--- src/rtl/alu_pkg.sv ---
// Shared definitions for the ALU command driver: opcodes, FSM states,
// response flag/error bit positions and the default ALU settle time.
package alu_pkg;

  localparam int unsigned SETTLE_CYCLES_DEFAULT = 2;

  typedef enum logic [1:0] {
    OP_ADD = 2'b00,
    OP_SUB = 2'b01,
    OP_AND = 2'b10,
    OP_XOR = 2'b11
  } alu_op_e;

  typedef enum logic [1:0] {
    ST_IDLE,
    ST_DRIVE,
    ST_CAPTURE,
    ST_RESP
  } state_e;

  // rsp_flags = {overflow, greater, is_eq, less, parity}
  localparam int unsigned FLAG_PARITY   = 0;
  localparam int unsigned FLAG_LESS     = 1;
  localparam int unsigned FLAG_IS_EQ    = 2;
  localparam int unsigned FLAG_GREATER  = 3;
  localparam int unsigned FLAG_OVERFLOW = 4;

  // rsp_err = {cmp_err, parity_err}
  localparam int unsigned ERR_PARITY = 0;
  localparam int unsigned ERR_CMP    = 1;

  function automatic logic is_one_hot3(input logic [2:0] v);
    return (v == 3'b001) || (v == 3'b010) || (v == 3'b100);
  endfunction

endpackage

--- src/rtl/alu_driver.sv ---
// Drives one command at a time onto an external ALU, waits for it to settle,
// captures result and flags with consistency checks, and returns a response.
module alu_driver
  import alu_pkg::*;
#(
  parameter int unsigned SETTLE_CYCLES = SETTLE_CYCLES_DEFAULT
) (
  input  logic       clk,
  input  logic       rst,
  input  logic       cmd_valid,
  output logic       cmd_ready,
  input  logic [7:0] cmd_a,
  input  logic [7:0] cmd_b,
  input  logic [1:0] cmd_op,
  input  logic [3:0] cmd_tag,
  output logic [7:0] alu_a,
  output logic [7:0] alu_b,
  output logic [1:0] alu_op,
  output logic       alu_oe,
  input  logic [7:0] alu_y,
  input  logic       alu_parity,
  input  logic       alu_overflow,
  input  logic       alu_greater,
  input  logic       alu_is_eq,
  input  logic       alu_less,
  output logic       rsp_valid,
  input  logic       rsp_ready,
  output logic [7:0] rsp_y,
  output logic [3:0] rsp_tag,
  output logic [4:0] rsp_flags,
  output logic [1:0] rsp_err,
  output logic [15:0] cmd_count,
  output logic [7:0] err_count
);

  localparam logic [3:0] CNT_INIT = 4'(SETTLE_CYCLES - 1);

  state_e      state_q, state_d;
  logic [3:0]  cnt_q, cnt_d;
  logic [7:0]  a_q, a_d;
  logic [7:0]  b_q, b_d;
  alu_op_e     op_q, op_d;
  logic [3:0]  tag_q, tag_d;
  logic [7:0]  rsp_y_q, rsp_y_d;
  logic [4:0]  rsp_flags_q, rsp_flags_d;
  logic [1:0]  rsp_err_q, rsp_err_d;
  logic [15:0] cmd_count_q, cmd_count_d;
  logic [7:0]  err_count_q, err_count_d;

  always_comb begin
    state_d     = state_q;
    cnt_d       = cnt_q;
    a_d         = a_q;
    b_d         = b_q;
    op_d        = op_q;
    tag_d       = tag_q;
    rsp_y_d     = rsp_y_q;
    rsp_flags_d = rsp_flags_q;
    rsp_err_d   = rsp_err_q;
    cmd_count_d = cmd_count_q;
    err_count_d = err_count_q;
    cmd_ready   = 1'b0;
    alu_oe      = 1'b0;
    rsp_valid   = 1'b0;

    case (state_q)
      ST_IDLE: begin
        cmd_ready = 1'b1;
        if (cmd_valid) begin
          a_d     = cmd_a;
          b_d     = cmd_b;
          op_d    = alu_op_e'(cmd_op);
          tag_d   = cmd_tag;
          cnt_d   = CNT_INIT;
          state_d = ST_DRIVE;
        end
      end
      ST_DRIVE: begin
        alu_oe = 1'b1;
        if (cnt_q == 4'd0) state_d = ST_CAPTURE;
        else               cnt_d   = cnt_q - 4'd1;
      end
      ST_CAPTURE: begin
        alu_oe                     = 1'b1;
        rsp_y_d                    = alu_y;
        rsp_flags_d[FLAG_OVERFLOW] = alu_overflow;
        rsp_flags_d[FLAG_GREATER]  = alu_greater;
        rsp_flags_d[FLAG_IS_EQ]    = alu_is_eq;
        rsp_flags_d[FLAG_LESS]     = alu_less;
        rsp_flags_d[FLAG_PARITY]   = alu_parity;
        // Reported parity must match the parity of the reported result.
        rsp_err_d[ERR_PARITY]      = alu_parity ^ (^alu_y);
        rsp_err_d[ERR_CMP]         = ~is_one_hot3({alu_greater, alu_is_eq, alu_less});
        state_d                    = ST_RESP;
      end
      ST_RESP: begin
        rsp_valid = 1'b1;
        if (rsp_ready) begin
          cmd_count_d = cmd_count_q + 16'd1;
          if ((rsp_err_q != 2'b00) && (err_count_q != 8'hFF))
            err_count_d = err_count_q + 8'd1;
          state_d = ST_IDLE;
        end
      end
      default: state_d = ST_IDLE;
    endcase
  end

  always_ff @(posedge clk) begin
    if (rst) begin
      state_q     <= ST_IDLE;
      cnt_q       <= '0;
      a_q         <= '0;
      b_q         <= '0;
      op_q        <= OP_ADD;
      tag_q       <= '0;
      rsp_y_q     <= '0;
      rsp_flags_q <= '0;
      rsp_err_q   <= '0;
      cmd_count_q <= '0;
      err_count_q <= '0;
    end else begin
      state_q     <= state_d;
      cnt_q       <= cnt_d;
      a_q         <= a_d;
      b_q         <= b_d;
      op_q        <= op_d;
      tag_q       <= tag_d;
      rsp_y_q     <= rsp_y_d;
      rsp_flags_q <= rsp_flags_d;
      rsp_err_q   <= rsp_err_d;
      cmd_count_q <= cmd_count_d;
      err_count_q <= err_count_d;
    end
  end

  assign alu_a     = a_q;
  assign alu_b     = b_q;
  assign alu_op    = op_q;
  assign rsp_y     = rsp_y_q;
  assign rsp_tag   = tag_q;
  assign rsp_flags = rsp_flags_q;
  assign rsp_err   = rsp_err_q;
  assign cmd_count = cmd_count_q;
  assign err_count = err_count_q;

endmodule

--- config.mk ---
export PLATFORM = sky130hd
export DESIGN_NAME = alu_driver
export DESIGN_NICKNAME = d
export VERILOG_FILES = /design/src/rtl/alu_pkg.sv /design/src/rtl/alu_driver.sv
export SDC_FILE = /design/constraint.sdc
export NUM_CORES = 1
export LEC_CHECK = 0
export ABC_AREA = 1
export ABC_CLOCK_PERIOD_IN_PS = 1600
export CAP_MARGIN = 15
export CORE_MARGIN = 1
export CORE_UTILIZATION = 40
export DETAILED_ROUTE_END_ITERATION = 10
export PLACE_DENSITY = 0.75
export SETUP_SLACK_MARGIN = 0.02
export SYNTH_ARGS = -nofsm -noshare
export SYNTH_HDL_FRONTEND = slang
export SYNTH_SLANG_ARGS = --single-unit
--- constraint.sdc ---
create_clock -name clk -period 1.6 [get_ports clk]
set_input_delay 0.32 -clock clk [delete_from_list [all_inputs] [get_ports clk]]
set_output_delay 0.32 -clock clk [all_outputs]
set_load 0.01 [all_outputs]
==> After elaboration in Yosys (flattened, before gate mapping) <==
Index checks and enable logic that the tools add are counted.
{ "op_classes": {"n_addsub": 3, "n_reduce_logical": 14, "bitwise": 2, "eq_ne": 11, "muxes": 10} }
{ "ops": {"columns": ["op", "n"], "rows": [
  ["$add 16x1->16 const B", 1],
  ["$reduce_and 3->1", 3],
  ["$add 8x1->8 const B", 1],
  ["$mux 4", 2],
  ["$ne 2x2->1 const B", 4],
  ["$ne 8x8->1 const B", 1],
  ["$pmux 2 s4", 1],
  ["$pmux 4 s2", 1],
  ["$reduce_xor 8->1", 1],
  ["$mux 2", 3],
  ["$eq 2x2->1 const B", 2],
  ["$logic_not 4->1", 1],
  ["$reduce_and 2->1", 2],
  ["$reduce_bool 2->1", 2],
  ["$sub 4x1->4 const B", 1],
  ["$eq 3x1->1 const B", 1],
  ["$eq 3x2->1 const B", 1],
  ["$eq 3x3->1 const B", 1],
  ["$mux 1", 3],
  ["$eq 2x1->1 const B", 1],
  ["$logic_not 2->1", 1],
  ["$logic_or 1x1->1", 2],
  ["$reduce_or 2->1", 1],
  ["$logic_and 1x1->1", 1],
  ["2 further kinds", 2]
]} }
{ "word_totals": {"ff_bits": 67, "out_inout_bits": 64} }

==> Depth between registers and ports, before layout <==
{ "depth": {"depth_word": 4, "mapped_depth": 11, "mapped_depth_nobuf": 11} }

==> Worst setup path before layout <==
OpenSTA, ideal clock, no wires.
{ "synth_timing": {"path_type": "register -> register", "from": "register state_q[0]", "to": "register cmd_count_q[11], in the netlist cmd_count[11]", "path_stages_with_launch": 11, "setup_slack_ns": 0.133, "arrival_time_ns": 1.354, "setup_time_ns": 0.113, "required_ns": 1.487, "cell_sequence": "dfxtp_1 -> ha_1 -> nand2_4 -> nor2_4 -> nand3_4 -> nor2_4 -> nand2_4 -> nor2_2 -> nand2_1 -> nand2_1 -> nor2_1"} }
{ "synth_between": {"elab_chain_cells": 2} }
{ "synth_rtl": {"columns": ["element", "line_no", "source"], "rows": [
  ["from (decl)", "alu_driver.sv:38", "state_e state_q, state_d;"],
  ["from (signal assigned)", "alu_driver.sv:123", "state_q <= state_d;"],
  ["$eq 2x2->1", "alu_driver.sv:66", "case (state_q)"],
  ["$reduce_and 2->1 (no source line)", null, null],
  ["to (signal assigned)", "alu_driver.sv:132", "cmd_count_q <= cmd_count_d;"],
  ["to (decl)", "alu_driver.sv:47", "logic [15:0] cmd_count_q, cmd_count_d;"]
]} }
No other way between the ends.
A chain may end at the register's enable or synchronous reset.

==> Worst setup path after layout <==
{ "layout_timing": {"from": "register rsp_y_q[4], in the netlist rsp_y[4]", "to": "output port rsp_y[4]"} }
{ "layout_lines": {"columns": ["element", "line_no", "source"], "rows": [
  ["from (decl)", "alu_driver.sv:44", "logic [7:0] rsp_y_q, rsp_y_d;"],
  ["from (signal assigned)", "alu_driver.sv:129", "rsp_y_q <= rsp_y_d;"],
  ["to (decl)", "alu_driver.sv:28", "output logic [7:0] rsp_y,"]
]} }
No word-level cell between the ends.

==> results.toml <==
[drt]
wirelength_mm = 7.29
antenna_left = 0
drc_errors = 0
drt_iter0_drc = 118
viasPerCell = 4.65
post_drt_wl_per_cell_um = 11.4
drt_pre_antenna_iters = 4
vias = 2987

[final_layout]
nets = 584
diodes = 0
areaGrowthSynthToFinish_pct = 50.8
instances_no_fill = 642
layout_commonest_cell = "nor2_1"
final_cell_mix = "82 x nor2_1, 79 x nand2_1, 65 x clkdlybuf4s50_1"
drive_gt1_frac = 0.118

[placed_design]
dp_hpwl_mm = 5.28
portBuffers = 102
place_congestion = 0.797
dpl.cell_count = 626

[critical_path]
path_cells = "clkdlybuf4s50_1"
crit_path_top_delay_cell = "clkdlybuf4s50_1"
max_stage_delay_ns = 0.55
cp-end-kind = "output pin"
worstPathArrival_ns = 1.23
path_class = "reg -> out"
start_kind = "register"
crit_buf_inv = 1
cp.required_ns = 1.28
path_max_fanout = 2
path_delay_family = "buffers and inverters"

[sta]
drv_slew = 0
worst_pin_slew_ns = 0.312
hold_violations = 0
fin_crit_ns = 1.55
setup_viol_count_final = 0
finalClockSkew_ns = 0.0125
rsz0062_at_grt = "false"
fmax_ghz = 0.645
period_share = 0.969
maxSlewHeadroom = 0.792
holdWs_ns = 0.485

[floorplanning]
start_util = 0.415
fp-row-count = 31
dieArea_um2 = 7870
die_y_um = 88.7
io_pins = 103
die_x_um = 88.7
core_um2 = 7250

[power_and_ir_drop]
p_leak_nw = 2.30
p_total_mw = 6.06
peakVddDrop_mv = 0.685
power_density_nw_per_um2 = 1340

[cts]
postCtsSetupRepairBufs = 0
clock_latency_ns = 0.34
cts_tree = "done"
cts_buffers = 9
clkTransAtPathRegs_ns = 0.08
cts_sinks = 67
h-tree-depth = 3
clockBufferDepth = 2
cts_root_buf = "clkbuf_8"

[global_route]
grtUsageTotal = 0.193
grt_pass1_wl_mm = 11.8
grt_overflow = 0
antenna_found_initial = 0
grt_max_degree = 37
grt_pass1_vias = 2713

[synth]
avgSynthCellArea_um2 = 7.11
synthDistinctLibCells = 25
syn_area_um2 = 3010
synth_enable_flop_cells = 0
synthArstFlopShare = 0
synthFlopType = "dfxtp_1"
netlist_instances = 423
ys_seq_area_frac = 0.446
yosys_register_bits = 67
yosys_warnings = 0
synth_fp_nets = 469

[status]
status = "finished, final reports clean"

[job]
cap_violations = 0

[hold_path]
hp-class = "reg -> reg"
power breakdown:
part / leakage [nW] / total, mW / switching [mW] / internal (mW)
clock: 0.113 / 1.69 / 0.652 / 1.04
sequential: 0.554 / 2.20 / 0.179 / 2.02
combinational: 1.63 / 2.17 / 1.14 / 1.04
through the flow:
step	instance area [um2]	TNS, ns	setup WS [ns]	util
3_5_place_dp	4250	-0.911	-0.116	0.585
6_report	4540	0	0.0497	0.626
2_1_floorplan	3010	0	0.133	-
4_1_cts	4480	0	0.0209	0.618
5_1_grt	4540	0	0.0176	0.626
3_3_place_gp	4250	-0.326	-0.0768	0.585
per-layer routing:
layer,track usage,vias up,part of all wire
li1,-,1568,-
met1,0.227,1343,0.44
met2,0.336,68,0.49
met3,0.0625,8,0.059
met4,0.0528,0,0.012
met5,0,-,0
worst paths after layout:
check	slack (ns)	end	startpoint	cells after the start
max	0.05	rsp_y[4]	rsp_y[4]	1
min	0.48	alu_b[2]	alu_b[2]	2
max reg2reg	0.16	cnt_q[2]	state_q[1]	12
min reg2reg	0.48	alu_b[2]	alu_b[2]	2
what timing repair did:
| item | in CTS | in global routing |
|---|---|---|
| resized for setup | 36 | 25 |
| pin swaps | 0 | 2 |
| hold buffers | 0 | 0 |
| setup endpoints to repair | 24 | 24 |
cells in the mapped netlist, types with 4 or more instances:
library cell / instances / area [um2]
nor2_1: 83 / 312
nand2_1: 80 / 300
dfxtp_1: 67 / 1340
o21ai_0: 48 / 240
inv_1: 46 / 173
a21oi_1: 31 / 155
clkbuf_1: 14 / 52.6
nand3_1: 12 / 60.1
ha_1: 7 / 87.6
xor2_1: 7 / 61.3
nor2_2: 5 / 31.3
nor2_4: 4 / 45.0
cell type report:
type	count	area (um2)
fill	668	2720
multi-input combinational	295	1450
sequential	67	1360
timing repair buffer	118	1180
inverter	47	176
clock buffer	10	128
tap	99	124
clock inverter	6	114
cell families after synthesis:
logic type / count (synthesis) / share of synthesized area
buffers and inverters: 61 / 0.0761
adders and majority gates: 7 / 0.0291
AOI/OAI and AO/OA: 85 / 0.143
xor gates and xnor gates: 8 / 0.0233
DFF: 67 / 0.446
and+or+nand+nor: 195 / 0.282
state kept, by name, indices dropped and copies added (netlist names):
register / flops
cnt_q: 4
rsp_flags: 5
rsp_err: 2
alu_a: 8
cmd_count: 16
err_count: 8
rsp_y: 8
state_q: 2
alu_b: 8
rsp_tag: 4
alu_op: 2
Power figures use the tool's default switching activity.
